File: config.mk
export PLATFORM = sky130hd
export DESIGN_NAME = id_ex_stage
export DESIGN_NICKNAME = d
export VERILOG_FILES = /design/src/rtl/id_ex_stage_pkg.sv /design/src/rtl/id_ex_stage_fwd_sel.sv /design/src/rtl/id_ex_stage.sv
export SDC_FILE = /design/constraint.sdc
export NUM_CORES = 1
export LEC_CHECK = 0
export ABC_AREA = 1
export BUFFER_PORTS_ARGS = -buffer_cell sky130_fd_sc_hd__buf_2
export CORE_MARGIN = 3
export CORE_UTILIZATION = 40
export CTS_BUF_LIST = sky130_fd_sc_hd__clkbuf_4
export DETAILED_ROUTE_END_ITERATION = 8
export GPL_ROUTABILITY_DRIVEN = 0
export HOLD_SLACK_MARGIN = 0.08
export PLACE_DENSITY_LB_ADDON = 0.15
export SLEW_MARGIN = 20
export SYNTH_ARGS = -nofsm -noshare
export SYNTH_HDL_FRONTEND = slang
export SYNTH_SLANG_ARGS = --single-unit
File: constraint.sdc
create_clock -name clk -period 1.9 [get_ports clk]
set_clock_uncertainty 0.15 [all_clocks]
set_input_delay 0.19 -clock clk [delete_from_list [all_inputs] [get_ports clk]]
set_output_delay 0.19 -clock clk [all_outputs]
set_load 0.05 [all_outputs]
File: src/rtl/id_ex_stage_pkg.sv
// Shared definitions for the decode-to-execute stage: ALU opcodes,
// register index width and the operand forward-select encoding.
package id_ex_stage_pkg;

    localparam int REG_ADDR_W = 5;

    // ALU opcodes presented on alu_controls
    localparam logic [5:0] ALU_ADD   = 6'b000000;
    localparam logic [5:0] ALU_SUB   = 6'b000001;
    localparam logic [5:0] ALU_AND   = 6'b000010;
    localparam logic [5:0] ALU_OR    = 6'b000011;
    localparam logic [5:0] ALU_XOR   = 6'b000100;
    localparam logic [5:0] ALU_SLL   = 6'b000101;
    localparam logic [5:0] ALU_SRL   = 6'b000110;
    localparam logic [5:0] ALU_SRA   = 6'b000111;
    localparam logic [5:0] ALU_SLT   = 6'b001000;
    localparam logic [5:0] ALU_SLTU  = 6'b001001;
    localparam logic [5:0] ALU_EQ    = 6'b001010;
    localparam logic [5:0] ALU_NE    = 6'b001011;
    localparam logic [5:0] ALU_PASSA = 6'b001100;
    localparam logic [5:0] ALU_PASSB = 6'b001101;

    // Where a source operand comes from this cycle
    typedef enum logic [1:0] {
        FWD_REG,
        FWD_MEM,
        FWD_WB
    } fwd_sel_e;

endpackage

File: src/rtl/id_ex_stage_fwd_sel.sv
// Per-operand forwarding: compares one registered source index against the
// MEM and WB producers and picks the youngest matching value. x0 never forwards.
module id_ex_stage_fwd_sel
    import id_ex_stage_pkg::*;
#(
    parameter int DATA_WIDTH = 32,
    parameter int ADDR_W     = 5
) (
    input  logic [ADDR_W-1:0]     rs_addr,
    input  logic [DATA_WIDTH-1:0] reg_data,
    input  logic                  m_valid,
    input  logic                  m_reg_write,
    input  logic [ADDR_W-1:0]     m_rd_addr,
    input  logic [DATA_WIDTH-1:0] m_fwd_data,
    input  logic                  w_valid,
    input  logic                  w_reg_write,
    input  logic [ADDR_W-1:0]     w_rd_addr,
    input  logic [DATA_WIDTH-1:0] w_result,
    output logic [DATA_WIDTH-1:0] fwd_data
);

    fwd_sel_e sel;

    // Select the source: MEM beats WB, both beat the register-file copy
    always_comb begin
        // NOTE: every combinational output gets a default first, so no path can leave it unassigned and infer a latch.
        sel = FWD_REG;
        if (m_valid && m_reg_write && (m_rd_addr != '0) && (m_rd_addr == rs_addr)) begin
            sel = FWD_MEM;
        end else if (w_valid && w_reg_write && (w_rd_addr != '0) && (w_rd_addr == rs_addr)) begin
            sel = FWD_WB;
        end
    end

    // Operand mux driven by the select
    always_comb begin
        case (sel)
            FWD_MEM: fwd_data = m_fwd_data;
            FWD_WB:  fwd_data = w_result;
            default: fwd_data = reg_data;
        endcase
    end

endmodule

File: src/rtl/id_ex_stage.sv
// Decode-to-execute pipeline register with RAW forwarding, load-use bubble
// insertion and ALU operand selection from registered state.
module id_ex_stage #(
    parameter int DATA_WIDTH = 32,
    parameter int REG_ADDR_W = id_ex_stage_pkg::REG_ADDR_W
) (
    input  logic                  clk,
    input  logic                  rst,
    input  logic                  d_valid,
    input  logic [DATA_WIDTH-1:0] d_pc,
    input  logic [DATA_WIDTH-1:0] d_imm,
    input  logic [DATA_WIDTH-1:0] d_rs1_data,
    input  logic [DATA_WIDTH-1:0] d_rs2_data,
    input  logic [REG_ADDR_W-1:0] d_rs1_addr,
    input  logic [REG_ADDR_W-1:0] d_rs2_addr,
    input  logic [REG_ADDR_W-1:0] d_rd_addr,
    input  logic [5:0]            d_alu_controls,
    input  logic [2:0]            d_funct3,
    input  logic                  d_src_a_pc,
    input  logic                  d_src_b_imm,
    input  logic                  d_reg_write,
    input  logic                  d_mem_read,
    input  logic                  d_mem_write,
    input  logic                  d_branch,
    input  logic                  d_jump,
    input  logic                  stall,
    input  logic                  flush,
    input  logic                  m_valid,
    input  logic                  m_reg_write,
    input  logic [REG_ADDR_W-1:0] m_rd_addr,
    input  logic [DATA_WIDTH-1:0] m_fwd_data,
    input  logic                  w_valid,
    input  logic                  w_reg_write,
    input  logic [REG_ADDR_W-1:0] w_rd_addr,
    input  logic [DATA_WIDTH-1:0] w_result,
    output logic                  load_use_hazard,
    output logic                  e_valid,
    output logic [DATA_WIDTH-1:0] alu_a,
    output logic [DATA_WIDTH-1:0] alu_b,
    output logic [5:0]            alu_controls,
    output logic                  funct3b0,
    output logic [DATA_WIDTH-1:0] e_store_data,
    output logic [DATA_WIDTH-1:0] e_pc,
    output logic [DATA_WIDTH-1:0] e_imm,
    output logic [REG_ADDR_W-1:0] e_rd_addr,
    output logic                  e_reg_write,
    output logic                  e_mem_read,
    output logic                  e_mem_write,
    output logic                  e_branch,
    output logic                  e_jump
);

    import id_ex_stage_pkg::*;

    // Everything held between decode and execute; all-zero is a bubble
    typedef struct packed {
        logic                  valid;
        logic [DATA_WIDTH-1:0] pc;
        logic [DATA_WIDTH-1:0] imm;
        logic [DATA_WIDTH-1:0] rs1_data;
        logic [DATA_WIDTH-1:0] rs2_data;
        logic [REG_ADDR_W-1:0] rs1_addr;
        logic [REG_ADDR_W-1:0] rs2_addr;
        logic [REG_ADDR_W-1:0] rd_addr;
        logic [5:0]            alu_controls;
        logic                  funct3b0;
        logic                  src_a_pc;
        logic                  src_b_imm;
        logic                  reg_write;
        logic                  mem_read;
        logic                  mem_write;
        logic                  branch;
        logic                  jump;
    } ex_reg_t;

    ex_reg_t               ex_q;
    ex_reg_t               dec_fields;
    logic [DATA_WIDTH-1:0] fwd_rs1;
    logic [DATA_WIDTH-1:0] fwd_rs2;
    logic                  unused_funct3_hi;

    // Only funct3[0] travels on to the ALU
    assign unused_funct3_hi = ^d_funct3[2:1];

    // Gather the decode slot into the stage record
    always_comb begin
        dec_fields              = '0;
        dec_fields.valid        = d_valid;
        dec_fields.pc           = d_pc;
        dec_fields.imm          = d_imm;
        dec_fields.rs1_data     = d_rs1_data;
        dec_fields.rs2_data     = d_rs2_data;
        dec_fields.rs1_addr     = d_rs1_addr;
        dec_fields.rs2_addr     = d_rs2_addr;
        dec_fields.rd_addr      = d_rd_addr;
        dec_fields.alu_controls = d_alu_controls;
        dec_fields.funct3b0     = d_funct3[0];
        dec_fields.src_a_pc     = d_src_a_pc;
        dec_fields.src_b_imm    = d_src_b_imm;
        dec_fields.reg_write    = d_reg_write;
        dec_fields.mem_read     = d_mem_read;
        dec_fields.mem_write    = d_mem_write;
        dec_fields.branch       = d_branch;
        dec_fields.jump         = d_jump;
    end

    // A load in execute feeds the instruction in decode: hold decode one cycle.
    // A flush kills both, so it also suppresses the hazard.
    assign load_use_hazard = !flush && ex_q.valid && ex_q.mem_read &&
                             (ex_q.rd_addr != '0) && d_valid &&
                             ((d_rs1_addr == ex_q.rd_addr) || (d_rs2_addr == ex_q.rd_addr));

    id_ex_stage_fwd_sel #(.DATA_WIDTH(DATA_WIDTH), .ADDR_W(REG_ADDR_W)) u_fwd_rs1 (
        .rs_addr    (ex_q.rs1_addr),
        .reg_data   (ex_q.rs1_data),
        .m_valid    (m_valid),
        .m_reg_write(m_reg_write),
        .m_rd_addr  (m_rd_addr),
        .m_fwd_data (m_fwd_data),
        .w_valid    (w_valid),
        .w_reg_write(w_reg_write),
        .w_rd_addr  (w_rd_addr),
        .w_result   (w_result),
        .fwd_data   (fwd_rs1)
    );

    id_ex_stage_fwd_sel #(.DATA_WIDTH(DATA_WIDTH), .ADDR_W(REG_ADDR_W)) u_fwd_rs2 (
        .rs_addr    (ex_q.rs2_addr),
        .reg_data   (ex_q.rs2_data),
        .m_valid    (m_valid),
        .m_reg_write(m_reg_write),
        .m_rd_addr  (m_rd_addr),
        .m_fwd_data (m_fwd_data),
        .w_valid    (w_valid),
        .w_reg_write(w_reg_write),
        .w_rd_addr  (w_rd_addr),
        .w_result   (w_result),
        .fwd_data   (fwd_rs2)
    );

    // Stage register: reset > flush > stall (refresh operands) > load-use bubble > capture
    always_ff @(posedge clk) begin
        // NOTE: sequential state uses non-blocking assignment so every register samples pre-edge values.
        if (rst) begin
            ex_q <= '0;
        end else if (flush) begin
            ex_q <= '0;
        end else if (stall) begin
            // Keep absorbing producers that retire while we wait
            ex_q.rs1_data <= fwd_rs1;
            ex_q.rs2_data <= fwd_rs2;
        end else if (load_use_hazard) begin
            ex_q <= '0;
        end else begin
            ex_q <= dec_fields;
        end
    end

    assign alu_a        = ex_q.src_a_pc  ? ex_q.pc  : fwd_rs1;
    assign alu_b        = ex_q.src_b_imm ? ex_q.imm : fwd_rs2;
    assign e_store_data = fwd_rs2;

    assign e_valid      = ex_q.valid;
    assign alu_controls = ex_q.alu_controls;
    assign funct3b0     = ex_q.funct3b0;
    assign e_pc         = ex_q.pc;
    assign e_imm        = ex_q.imm;
    assign e_rd_addr    = ex_q.rd_addr;
    assign e_reg_write  = ex_q.reg_write;
    assign e_mem_read   = ex_q.mem_read;
    assign e_mem_write  = ex_q.mem_write;
    assign e_branch     = ex_q.branch;
    assign e_jump       = ex_q.jump;

endmodule

==> metrics, run 1 <==
largest net degree at the start of global routing 74; setup ws final -0.8724 ns; CTS tree yes; initial antenna violation count 2; top-level I/O count 421; 1st-pass router iterations 5; root buffer cell clkbuf_4; CTS H-tree depth 4; Slowest-stage cell, CP dfxtp_4; slowest cell delay on critical path 0.40 ns; fmax 360.7 MHz; Layout fillers 1772; clock-pin slew on the worst setup and hold paths 0.19 ns; critical path class reg -> out; clk sinks 158; part of the cycle the worst path needs 145.9%; Comb pwr share 34.8%; Synth Area in Adders 0%; Synth Cell Area 9838 µm²; Syn Area/Cell 6.409 µm²; Synth Area in XOR/XNOR 1.959%; share of cells above drive strength 1 40.52%; Die Height 162.8 µm; largest cells by area after synthesis dfxtp_1, nand2_1, nand3_1; Die ar. 26510 µm²; P_sw 3.498 mW; Synth Area in Simple Gates 43.04%; core area 23820 µm²; commonest non-fill, non-tap cell in the layout nand2_1; via count 13060; vias in the first global route 12330; Clock power frac 25.6%; Yosys reg bits 158; endpoints failing hold 0; gr ovfl total 0; Cells after Synth 1535; First DRT Iteration DRCs 1337; Rel. slew slack 75.86%; Die Wd 162.8 µm; Mapped Nets 1777; GRT Overall Usage 31.81%; setup TNS -78.65 ns; Hold Crit Class in -> reg; Leak Pwr 8.480 nW; number of synthesis warnings 0; status finished with violations; CP Cell Sequence xnor2_2, nand2_2, nor3_4, buf_4, buf_12, nand3_1, nand3_4, nand2_1, nand2_4, buf_4; PwrDens 521.9 nW/µm²; average wire per standard cell 19.14 µm; Internal Power 5.488 mW; worst vdd ir 0.3758 mV; Crit. End Element output pin; Finished Core Util 72.27%; area grow syn2layout 75.01%; area of the multi-input gates 6775 µm²; Routed WL 46.91 mm; CTS Buffer Depth 2; worst-margin pin slew 0.3621 ns; first-pass GRT wire length 67.68 mm; switching part of the total 38.93%; worst-skew pair later-pin latency 0.59 ns; Setup Viol. Count Final 148; drc violations 0; FP Rows 56; most repeated library cell on the critical path buf_4; FF+latch area 3193 µm²; TritonCTS buffer count 17; post-synth top area share 32.15%; vias per cell 5.326; CP required 1.56 ns; sequential area share after synthesis 32.15%; most frequent cells in the layout nand2_1, buf_2, dlygate4sd3_1; post-synthesis mux area share 0%; port buffer count 418; complex-gate fraction of the synthesized area 9.564%; Final min period 2.772 ns; Max Cap Viol 0; fin nets 2359; max-slew violations 0; area leader, netlist dfxtp_1; failing checks negative setup slack; Starting Density 41.30%; Final ANT Viol Nets 0; worst-path maximum fanout 16; largest family of logic cells by synthesized area simple AND/OR/NAND/NOR gates; Distinct cells, synth 25; Seq pwr share 39.6%; RSZ-0062 raised after global routing true; WP data arrival 2.43 ns; critical path startpoint category register; post-DP HPWL 30.21 mm
## state kept, by name, summed over array words and instances, names as in the netlist
name          cells
e_jump            1
e_mem_write       1
alu_controls      6
funct3b0          1
e_pc             32
e_mem_read        1
e_reg_write       1
ex_q             76
e_branch          1
e_imm            32
e_valid           1
e_rd_addr         5
## repair_timing
action                                 in CTS  in global routing
pin swaps                                  12                 55
hold buffers                              225                  0
endpoints found under the hold margin     158                  0
cloned                                      2                 14
setup endpoints to repair                 141                237
buffers inserted                            2                 13
resized for setup                         254                171
## per-layer routing
metal | GRT usage (%) | wire length, µm | up-vias
met5 | 0 | 0 | -
met4 | 9.612 | 1632 | 0
met3 | 7.045 | 4144 | 143
met2 | 52.56 | 22150 | 761
met1 | 41.59 | 18990 | 6051
li1 | - | - | 6100
## logic make-up after synthesis
kind of cell           after synthesis
flip-flops                         158
AO/OA/AOI/OAI                      188
AND/OR/NAND/NOR                    948
XOR/XNOR                            22
buffers and inverters              219
## path summary, 6_finish.rpt
check / start / to / slack, ns / cells after the start
max: ex_q[19] / alu_b[18] / -0.87 / 10
min: d_pc[13] / e_pc[13] / 0.21 / 4
max reg2reg: ex_q[25] / ex_q[85] / -0.22 / 13
min reg2reg: alu_controls[3] / alu_controls[3] / 0.40 / 2
## critical path, delay by kind of cell, from the launching register on
kind	cells	cell delay (ns)
XOR/XNOR	1	0.17
flip-flops	1	0.40
buffers and inverters	3	0.47
AND/OR/NAND/NOR	6	0.78
## area by class of cell
type	count	share of cell area, %
Multi-Input combinational cell	1159	39.35
Timing Repair Buffer	759	37.37
Sequential cell	158	18.55
Tap cell	319	2.318
Clock inverter	15	1.119
Clock buffer	17	0.7412
Inverter	22	0.5232
Antenna cell	2	0.02907
## cells in the mapped netlist
| master | instances |
|---|---|
| xor2_1 | 14 |
| nand4_1 | 32 |
| nor2b_1 | 2 |
| nor3_4 | 1 |
| xnor2_1 | 8 |
| inv_2 | 4 |
| nand3_1 | 188 |
| dfxtp_1 | 158 |
| a21oi_1 | 94 |
| nor2_2 | 3 |
| nor2_1 | 145 |
| nand2_2 | 2 |
| nand2_1 | 524 |
| o21ai_0 | 94 |
| nor3_1 | 1 |
| clkbuf_1 | 52 |
| inv_1 | 18 |
| buf_6 | 11 |
| buf_2 | 31 |
| nand3_4 | 2 |
| nor2_4 | 3 |
| nand3b_1 | 1 |
| buf_1 | 6 |
| buf_4 | 97 |
| nand3_2 | 44 |
## through the flow
stage / hold slack, ns / total power, mW / setup WS (ns) / area, µm² / instances
2_1_floorplan: 0.1736 / 5.193 / -0.08415 / 10450 / 1535
3_3_place_gp: 0.2880 / 5.926 / -0.3111 / 12650 / 2161
3_5_place_dp: 0.2919 / 5.946 / -0.3085 / 12650 / 2161
4_1_cts: 0.1597 / 8.781 / -0.8400 / 16140 / 2422
5_1_grt: 0.1901 / 9.333 / -1.031 / 17220 / 2451
6_report: 0.2069 / 8.986 / -0.8724 / 17220 / 2451
## power groups by stage
stage / combinational (mW) / clock (mW) / sequential [mW]
floorplan: 1.58 / 0 / 3.61
global placement: 2.32 / 0 / 3.61
detailed placement: 2.33 / 0 / 3.61
CTS: 2.88 / 2.35 / 3.55
global route: 3.30 / 2.46 / 3.57
finish: 3.12 / 2.30 / 3.56
No activity file was read; power rests on OpenSTA's default activity.
==> inputs of run 2 (changes only) <==
--- a/config.mk
+++ b/config.mk
@@ -14,6 +14,7 @@
 export GPL_ROUTABILITY_DRIVEN = 0
 export HOLD_SLACK_MARGIN = 0.08
 export PLACE_DENSITY_LB_ADDON = 0.15
+export REMOVE_ABC_BUFFERS = 1
 export SLEW_MARGIN = 20
 export SYNTH_ARGS = -nofsm -noshare
 export SYNTH_HDL_FRONTEND = slang
==> metrics, run 2 (synthesis gave the netlist of run 1 again) <==
status finished with violations (unchanged); failing checks negative setup slack (unchanged); P_sw 3.538 mW (was 3.498 mW); Post-Place Cells 2172 (was 2161); RSZ-0062 raised after global routing true (unchanged); worst hold slack 0.2183 ns (was 0.2069 ns); first-pass GRT wire length 72.58 mm (was 67.68 mm); CTS Buffer Depth 2 (unchanged); core area 23820 µm² (unchanged); critical path class reg -> out (unchanged); gr ovfl total 0 (unchanged); Rel. slew slack 71.35% (was 75.86%); worst-margin pin slew 0.4297 ns (was 0.3621 ns); Die Wd 162.8 µm (unchanged); Crit. End Element output pin (unchanged); setup ws final -1.076 ns (was -0.8724 ns); Buf/Inv on CP 6 (was 3); worst-path maximum fanout 8 (was 16); CP Cell Sequence inv_2, buf_6, nand2_2, nand2_2, nand2_2, nor2_4, nand3_4, buf_6, buf_12, buf_16, nand3_2, nand3_2, nand2_2, nand2_1, buf_6 (was xnor2_2, nand2_2, nor3_4, buf_4, buf_12, nand3_1, nand3_4, nand2_1, nand2_4, buf_4); Max Cap Viol 0 (unchanged); Internal Power 5.748 mW (was 5.488 mW); max reg flops 76 (unchanged); Leak Pwr 9.467 nW (was 8.480 nW); Die Height 162.8 µm (unchanged); port buffer count 418 (unchanged); Finished Layout Cells 2555 (was 2451); vias in the first global route 13720 (was 12330); FP Rows 56 (unchanged); Clock power frac 24.2% (was 25.6%); fmax 336.1 MHz (was 360.7 MHz); Hold Crit Class in -> reg (unchanged); Routed WL 55.11 mm (was 46.91 mm); most frequent cells in the layout nand2_1, buf_2, dlygate4sd3_1 (unchanged); share of cells above drive strength 1 48.77% (was 40.52%); critical path's top delay family simple AND/OR/NAND/NOR gates (unchanged); Total Power 9.285 mW (was 8.986 mW); Setup Viol. Count Final 249 (was 148); vias per cell 5.615 (was 5.326); max-slew violations 0 (unchanged); via count 14350 (was 13060); slowest cell delay on critical path 0.38 ns (was 0.40 ns); worst-skew pair later-pin latency 0.60 ns (was 0.59 ns); area grow syn2layout 99.91% (was 75.01%); most repeated library cell on the critical path nand2_2 (was buf_4); endpoints failing hold 0 (unchanged); clk sinks 158 (unchanged); part of the cycle the worst path needs 156.6% (was 145.9%); Final min period 2.976 ns (was 2.772 ns); root buffer cell clkbuf_4 (unchanged); post-DP HPWL 26.73 mm (was 30.21 mm); CTS H-tree depth 4 (unchanged); setup TNS -108.29 ns (was -78.65 ns); CP required 1.56 ns (about the same); top-level I/O count 421 (unchanged); clock-pin slew on the worst setup and hold paths 0.16 ns (was 0.19 ns); WP data arrival 2.64 ns (was 2.43 ns); commonest non-fill, non-tap cell in the layout nand2_1 (unchanged); GRT Overall Usage 34.37% (was 31.81%); TritonCTS buffer count 17 (unchanged); critical path startpoint category register (unchanged); Largest Register ex_q (unchanged); average wire per standard cell 21.57 µm (was 19.14 µm); Seq pwr share 38.4% (was 39.6%); First DRT Iteration DRCs 1348 (was 1337); initial antenna violation count 4 (was 2); largest net degree at the start of global routing 92 (was 74); 1st-pass router iterations 5 (unchanged); Die ar. 26510 µm² (unchanged); switching part of the total 38.10% (was 38.93%); Slowest-stage cell, CP dfxtp_2 (was dfxtp_4); Starting Density 41.30% (unchanged); PwrDens 472.1 nW/µm² (was 521.9 nW/µm²); Final ANT Viol Nets 0 (unchanged); worst slack, placed -0.3377 ns (was -0.3085 ns); drc violations 0 (unchanged); worst vdd ir 0.3305 mV (was 0.3758 mV); CTS tree yes (unchanged); Comb pwr share 37.4% (was 34.8%); Layout fillers 1296 (was 1772); fin nets 2461 (was 2359)
run 2: worst register-to-register path: stages (launching register included):
cell,delay [ns]
dfxtp_2,0.38
inv_2,0.07
buf_6,0.09
nand2_2,0.04
nand2_2,0.07
nand2_2,0.07
nor2_4,0.20
nand3_4,0.12
buf_6,0.16
buf_16,0.15
nand3_2,0.08
nand3_2,0.08
buf_4,0.15
buf_4,0.12
buf_4,0.12
buf_4,0.12
buf_4,0.13
buf_4,0.13
buf_4,0.13
nor2_2,0.07
nor2_1,0.05
run 2: final cells by class:
class	instances	area (µm²)	share of cell area, %
Clock inverter	12	136.4	0.6934
Antenna cell	5	12.51	0.06362
Clock buffer	19	142.6	0.7252
Inverter	22	95.09	0.4835
Timing Repair Buffer	862	8208	41.73
Tap cell	319	399.1	2.029
Sequential cell	158	3201	16.27
Multi-Input combinational cell	1158	7473	38.00
run 2: repair_timing:
action | 4_1_cts | 5_1_grt
cloned | 17 | 15
hold buffers | 226 | 0
endpoints found under the hold margin | 158 | 0
endpoints found under the setup margin | 130 | 234
gates resized for setup | 461 | 411
pin swaps | 83 | 147
buffers inserted | 78 | 55
run 2: final timing paths:
kind | startpoint | endpoint | slack (ns) | cells past startpoint
setup / recovery | ex_q[25] | alu_a[20] | -1.08 | 15
setup reg to reg | ex_q[25] | ex_q[86] | -0.89 | 20
hold reg to reg | funct3b0 | funct3b0 | 0.40 | 2
hold / removal | d_pc[28] | e_pc[28] | 0.22 | 4
run 2: routing by layer:
layer | routed length, µm | GRT usage [%] | vias to the layer above | share of wire, %
li1 | - | - | 6307 | -
met1 | 19680 | 39.97 | 6776 | 36
met2 | 27040 | 61.14 | 1011 | 49
met3 | 5296 | 5.951 | 252 | 9.6
met4 | 3089 | 16.30 | 0 | 5.6
met5 | 0 | 0 | - | 0
run 2: power by group through the flow:
stage | Combinational [mW] | Sequential, mW | Clock (mW)
floorplan | 1.12 | 3.86 | 0
global placement | 2.23 | 3.61 | 0
detailed placement | 2.24 | 3.61 | 0
CTS | 3.03 | 3.55 | 2.23
global route | 3.64 | 3.58 | 2.36
finish | 3.47 | 3.57 | 2.25
run 2: per-stage QoR:
stage | util [%] | instance area (µm²)
floorplan | - | 8613
global placement | 51.20 | 12200
detailed placement | 51.20 | 12200
CTS | 73.51 | 17510
global route | 82.56 | 19670
finish | 82.56 | 19670
==> inputs of run 3 (changes only) <==
--- a/config.mk
+++ b/config.mk
@@ -7,8 +7,10 @@
 export LEC_CHECK = 0
 export ABC_AREA = 1
 export BUFFER_PORTS_ARGS = -buffer_cell sky130_fd_sc_hd__buf_2
+export CELL_PAD_IN_SITES_DETAIL_PLACEMENT = 2
+export CELL_PAD_IN_SITES_GLOBAL_PLACEMENT = 2
 export CORE_MARGIN = 3
-export CORE_UTILIZATION = 40
+export CORE_UTILIZATION = 25
 export CTS_BUF_LIST = sky130_fd_sc_hd__clkbuf_4
 export DETAILED_ROUTE_END_ITERATION = 8
 export GPL_ROUTABILITY_DRIVEN = 0
==> metrics, run 3 <==
clk sinks 158 (unchanged); Die Wd 204.4 µm (was 162.8 µm); root buffer cell clkbuf_4 (unchanged); sequential area share after synthesis 32.15% (unchanged); top-count cell post-synth nand2_1 (unchanged); Starting Density 25.40% (was 41.30%); top-level I/O count 421 (unchanged); Synth Cell Area 9838 µm² (unchanged); area leader, netlist dfxtp_1 (unchanged); Die Height 204.4 µm (was 162.8 µm); number of synthesized flops with an enable pin 0 (unchanged); Distinct cells, synth 25 (unchanged); port buffer count 418 (unchanged); worst slack, placed -0.4127 ns (was -0.3377 ns); status stopped before the end (was finished with violations); post-DP HPWL 36.15 mm (was 26.73 mm); TritonCTS buffer count 17 (unchanged); Async SR Flop Fraction 0% (unchanged); Fail Step global routing; number of synthesis warnings 0 (unchanged); Cells after Synth 1535 (unchanged); stop err [ERROR DPL-0033] detailed placement checks failed during check placement.; initial antenna violation count 8; FP Rows 72 (was 56); worst_ep grt alu_b[0]; Synth top cells by count nand2_1, nand3_1, dfxtp_1 (unchanged); Post-synth top flop dfxtp_1 (unchanged); post-synth top area share 32.15% (unchanged); Yosys reg bits 158 (unchanged); largest net degree at the start of global routing 85; CTS H-tree depth 4 (unchanged); Worst EP Category primary output; Syn Area/Cell 6.409 µm² (unchanged); CTS Buffer Depth 2 (unchanged); largest cells by area after synthesis dfxtp_1, nand2_1, nand3_1 (unchanged)
==> run 3: cell counts after synthesis <==
No cell type changed its count.
==> run 3: cells by family after synthesis <==
kind of cell	after synthesis	synth area share (%)
AOI/OAI and AO/OA	188	9.564
xor gates and xnor gates	22	1.959
buffers and inverters	219	13.29
DFF	158	32.15
and+or+nand+nor	948	43.04
==> run 3: metrics by stage <==
step | setup TNS, ns | cells | utilization [%] | area, µm²
after global placement | -27.88 | 2382 | 32.57 | 12620
after CTS | -95.27 | 2697 | 45.35 | 17570
after floorplan | -551.25 | 1338 | - | 8613
after detailed placement | -33.54 | 2382 | 32.57 | 12620
==> run 3: what timing repair did <==
action                     4_1_cts
resized for setup              430
buffers inserted                49
setup endpoints to repair      163
gates cloned                    14
pin swaps                       73
hold buffers                   226
hold endpoints to repair       158
==> inputs of run 4 (changes only) <==
--- a/config.mk
+++ b/config.mk
@@ -7,14 +7,10 @@
 export LEC_CHECK = 0
 export ABC_AREA = 1
 export BUFFER_PORTS_ARGS = -buffer_cell sky130_fd_sc_hd__buf_2
-export CELL_PAD_IN_SITES_DETAIL_PLACEMENT = 2
-export CELL_PAD_IN_SITES_GLOBAL_PLACEMENT = 2
 export CORE_MARGIN = 3
-export CORE_UTILIZATION = 25
-export CTS_BUF_LIST = sky130_fd_sc_hd__clkbuf_4
+export CORE_UTILIZATION = 40
 export DETAILED_ROUTE_END_ITERATION = 8
 export GPL_ROUTABILITY_DRIVEN = 0
-export HOLD_SLACK_MARGIN = 0.08
 export PLACE_DENSITY_LB_ADDON = 0.15
 export REMOVE_ABC_BUFFERS = 1
 export SLEW_MARGIN = 20
==> metrics, run 4 (synthesis gave the netlist of run 1 again) <==
slowest cell delay on critical path 0.36 ns; RSZ-0062 raised after global routing true; commonest non-fill, non-tap cell in the layout nand2_1; Hold Crit Class in -> reg; 1st-pass router iterations 8; via count 13480; P_sw 3.639 mW; worst slack, placed -0.3377 ns (was -0.4127 ns); CTS Buffer Depth 2 (unchanged); First DRT Iteration DRCs 1081; clk sinks 158 (unchanged); switching part of the total 34.82%; area grow syn2layout 94.81%; grt met3 use 7.960%; status finished with violations (was stopped before the end); Buf/Inv on CP 4; Die Height 162.8 µm (was 204.4 µm); CTS H-tree depth 4 (unchanged); initial antenna violation count 4; worst vdd ir 0.4660 mV; Max Cap Viol 0; first-pass GRT wire length 69.41 mm; core area 23820 µm²; setup TNS -74.99 ns; worst-skew pair later-pin latency 0.44 ns; critical path startpoint category register; most frequent cells in the layout nand2_1, buf_2, dlygate4sd3_1; largest net degree at the start of global routing 92; Die Wd 162.8 µm (was 204.4 µm); gr ovfl total 0; fmax 377.3 MHz; Routed WL 51.25 mm; GRT Overall Usage 33.09%; CTS tree yes; top-level I/O count 421 (unchanged); M2 GR Usage 57.81%; Layout fillers 1429; Slowest-stage cell, CP dfxtp_4; CP Cell Sequence buf_6, xnor2_2, nand2_1, nor2_2, nand3_4, buf_12, buf_16, nand3_4, nand3_4, nand2_2, nand2_2, buf_8; Setup Viol. Count Final 184; TritonCTS buffer count 17 (unchanged); WP data arrival 2.31 ns; fin nets 2370; worst-margin pin slew 0.4560 ns; setup ws final -0.7507 ns; Die ar. 26510 µm²; post-DP HPWL 26.73 mm (was 36.15 mm); clock-pin slew on the worst setup and hold paths 0.07 ns; GRT Max-Usage Layer met2; worst-path maximum fanout 8; Crit. End Element output pin; average wire per standard cell 20.80 µm; GR Util met1 38.42%; Leak Pwr 9.084 nW; Final min period 2.651 ns; critical path's top delay family simple AND/OR/NAND/NOR gates; max-slew violations 0; Starting Density 41.30% (was 25.40%); vias in the first global route 12920; CP required 1.56 ns; Finished Core Util 80.45%; vias per cell 5.470; root buffer cell clkbuf_16 (was clkbuf_4); part of the cycle the worst path needs 139.5%; PwrDens 545.4 nW/µm²; most repeated library cell on the critical path nand3_4; endpoints failing hold 0; drc violations 0; Clock power frac 34.0%; Rel. slew slack 69.60%; Largest Register ex_q; max reg flops 76; FP Rows 56 (was 72); Internal Power 6.814 mW; failing checks negative setup slack; port buffer count 418 (unchanged); Seq pwr share 34.1%; Comb pwr share 31.9%; critical path class reg -> out; share of cells above drive strength 1 50.51%; Final ANT Viol Nets 0
-- run 4: final cells by class --
cell class	instances	area [µm²]	area share, %
clock inverters	11	132.6	0.6920
clock buffers	20	446.7	2.331
inverters	22	95.09	0.4961
repair buffers	771	7129	37.20
diodes	5	12.51	0.06528
well taps	319	399.1	2.083
flip-flops and latches	158	3197	16.68
multi-input cells	1158	7754	40.46
-- run 4: power groups by stage --
stage,logic (mW),registers [mW],clock network (mW)
CTS,2.93,3.55,3.56
floorplan,1.12,3.86,0
detailed placement,2.24,3.61,0
global placement,2.23,3.61,0
global route,3.50,3.58,3.70
finish,3.33,3.57,3.56
-- run 4: what timing repair did --
action / CTS / global route
resized for setup: 503 / 395
endpoints found under the hold margin: 158 / 0
pin swaps: 89 / 136
buffers inserted: 65 / 38
endpoints found under the setup margin: 126 / 237
gates cloned: 14 / 8
hold buffers: 161 / 0
-- run 4: worst paths after layout --
| kind | startpoint | to | slack [ns] | depth (start not counted) |
|---|---|---|---|---|
| min | w_result[3] | ex_q[64] | 0.01 | 5 |
| max | ex_q[20] | alu_b[2] | -0.75 | 12 |
| max reg2reg | ex_q[24] | ex_q[80] | -0.41 | 15 |
| min reg2reg | funct3b0 | funct3b0 | 0.39 | 2 |
-- run 4: through the flow --
stage	instances	power (mW)	cell area (µm²)	hold WS [ns]
finish	2464	10.45	19170	0.01291
global route	2463	10.77	19160	0.03500
CTS	2435	10.03	17280	0.0005670
detailed placement	2172	5.853	12200	0.2927
global placement	2172	5.836	12200	0.2888
floorplan	1338	4.983	8613	0.1848
-- run 4: routing by layer --
| layer | part of all wire (%) | wire length [µm] |
|---|---|---|
| met1 | 37 | 18860 |
| met2 | 50 | 25490 |
| met3 | 8.7 | 4468 |
| met4 | 4.8 | 2435 |
| met5 | 0 | 0 |
-- run 4: tightest hold or removal path, delay by kind of cell --
family | cells | cell delay, ns
buffers and inverters | 1 | 0.11
and+or+nand+nor | 4 | 0.25
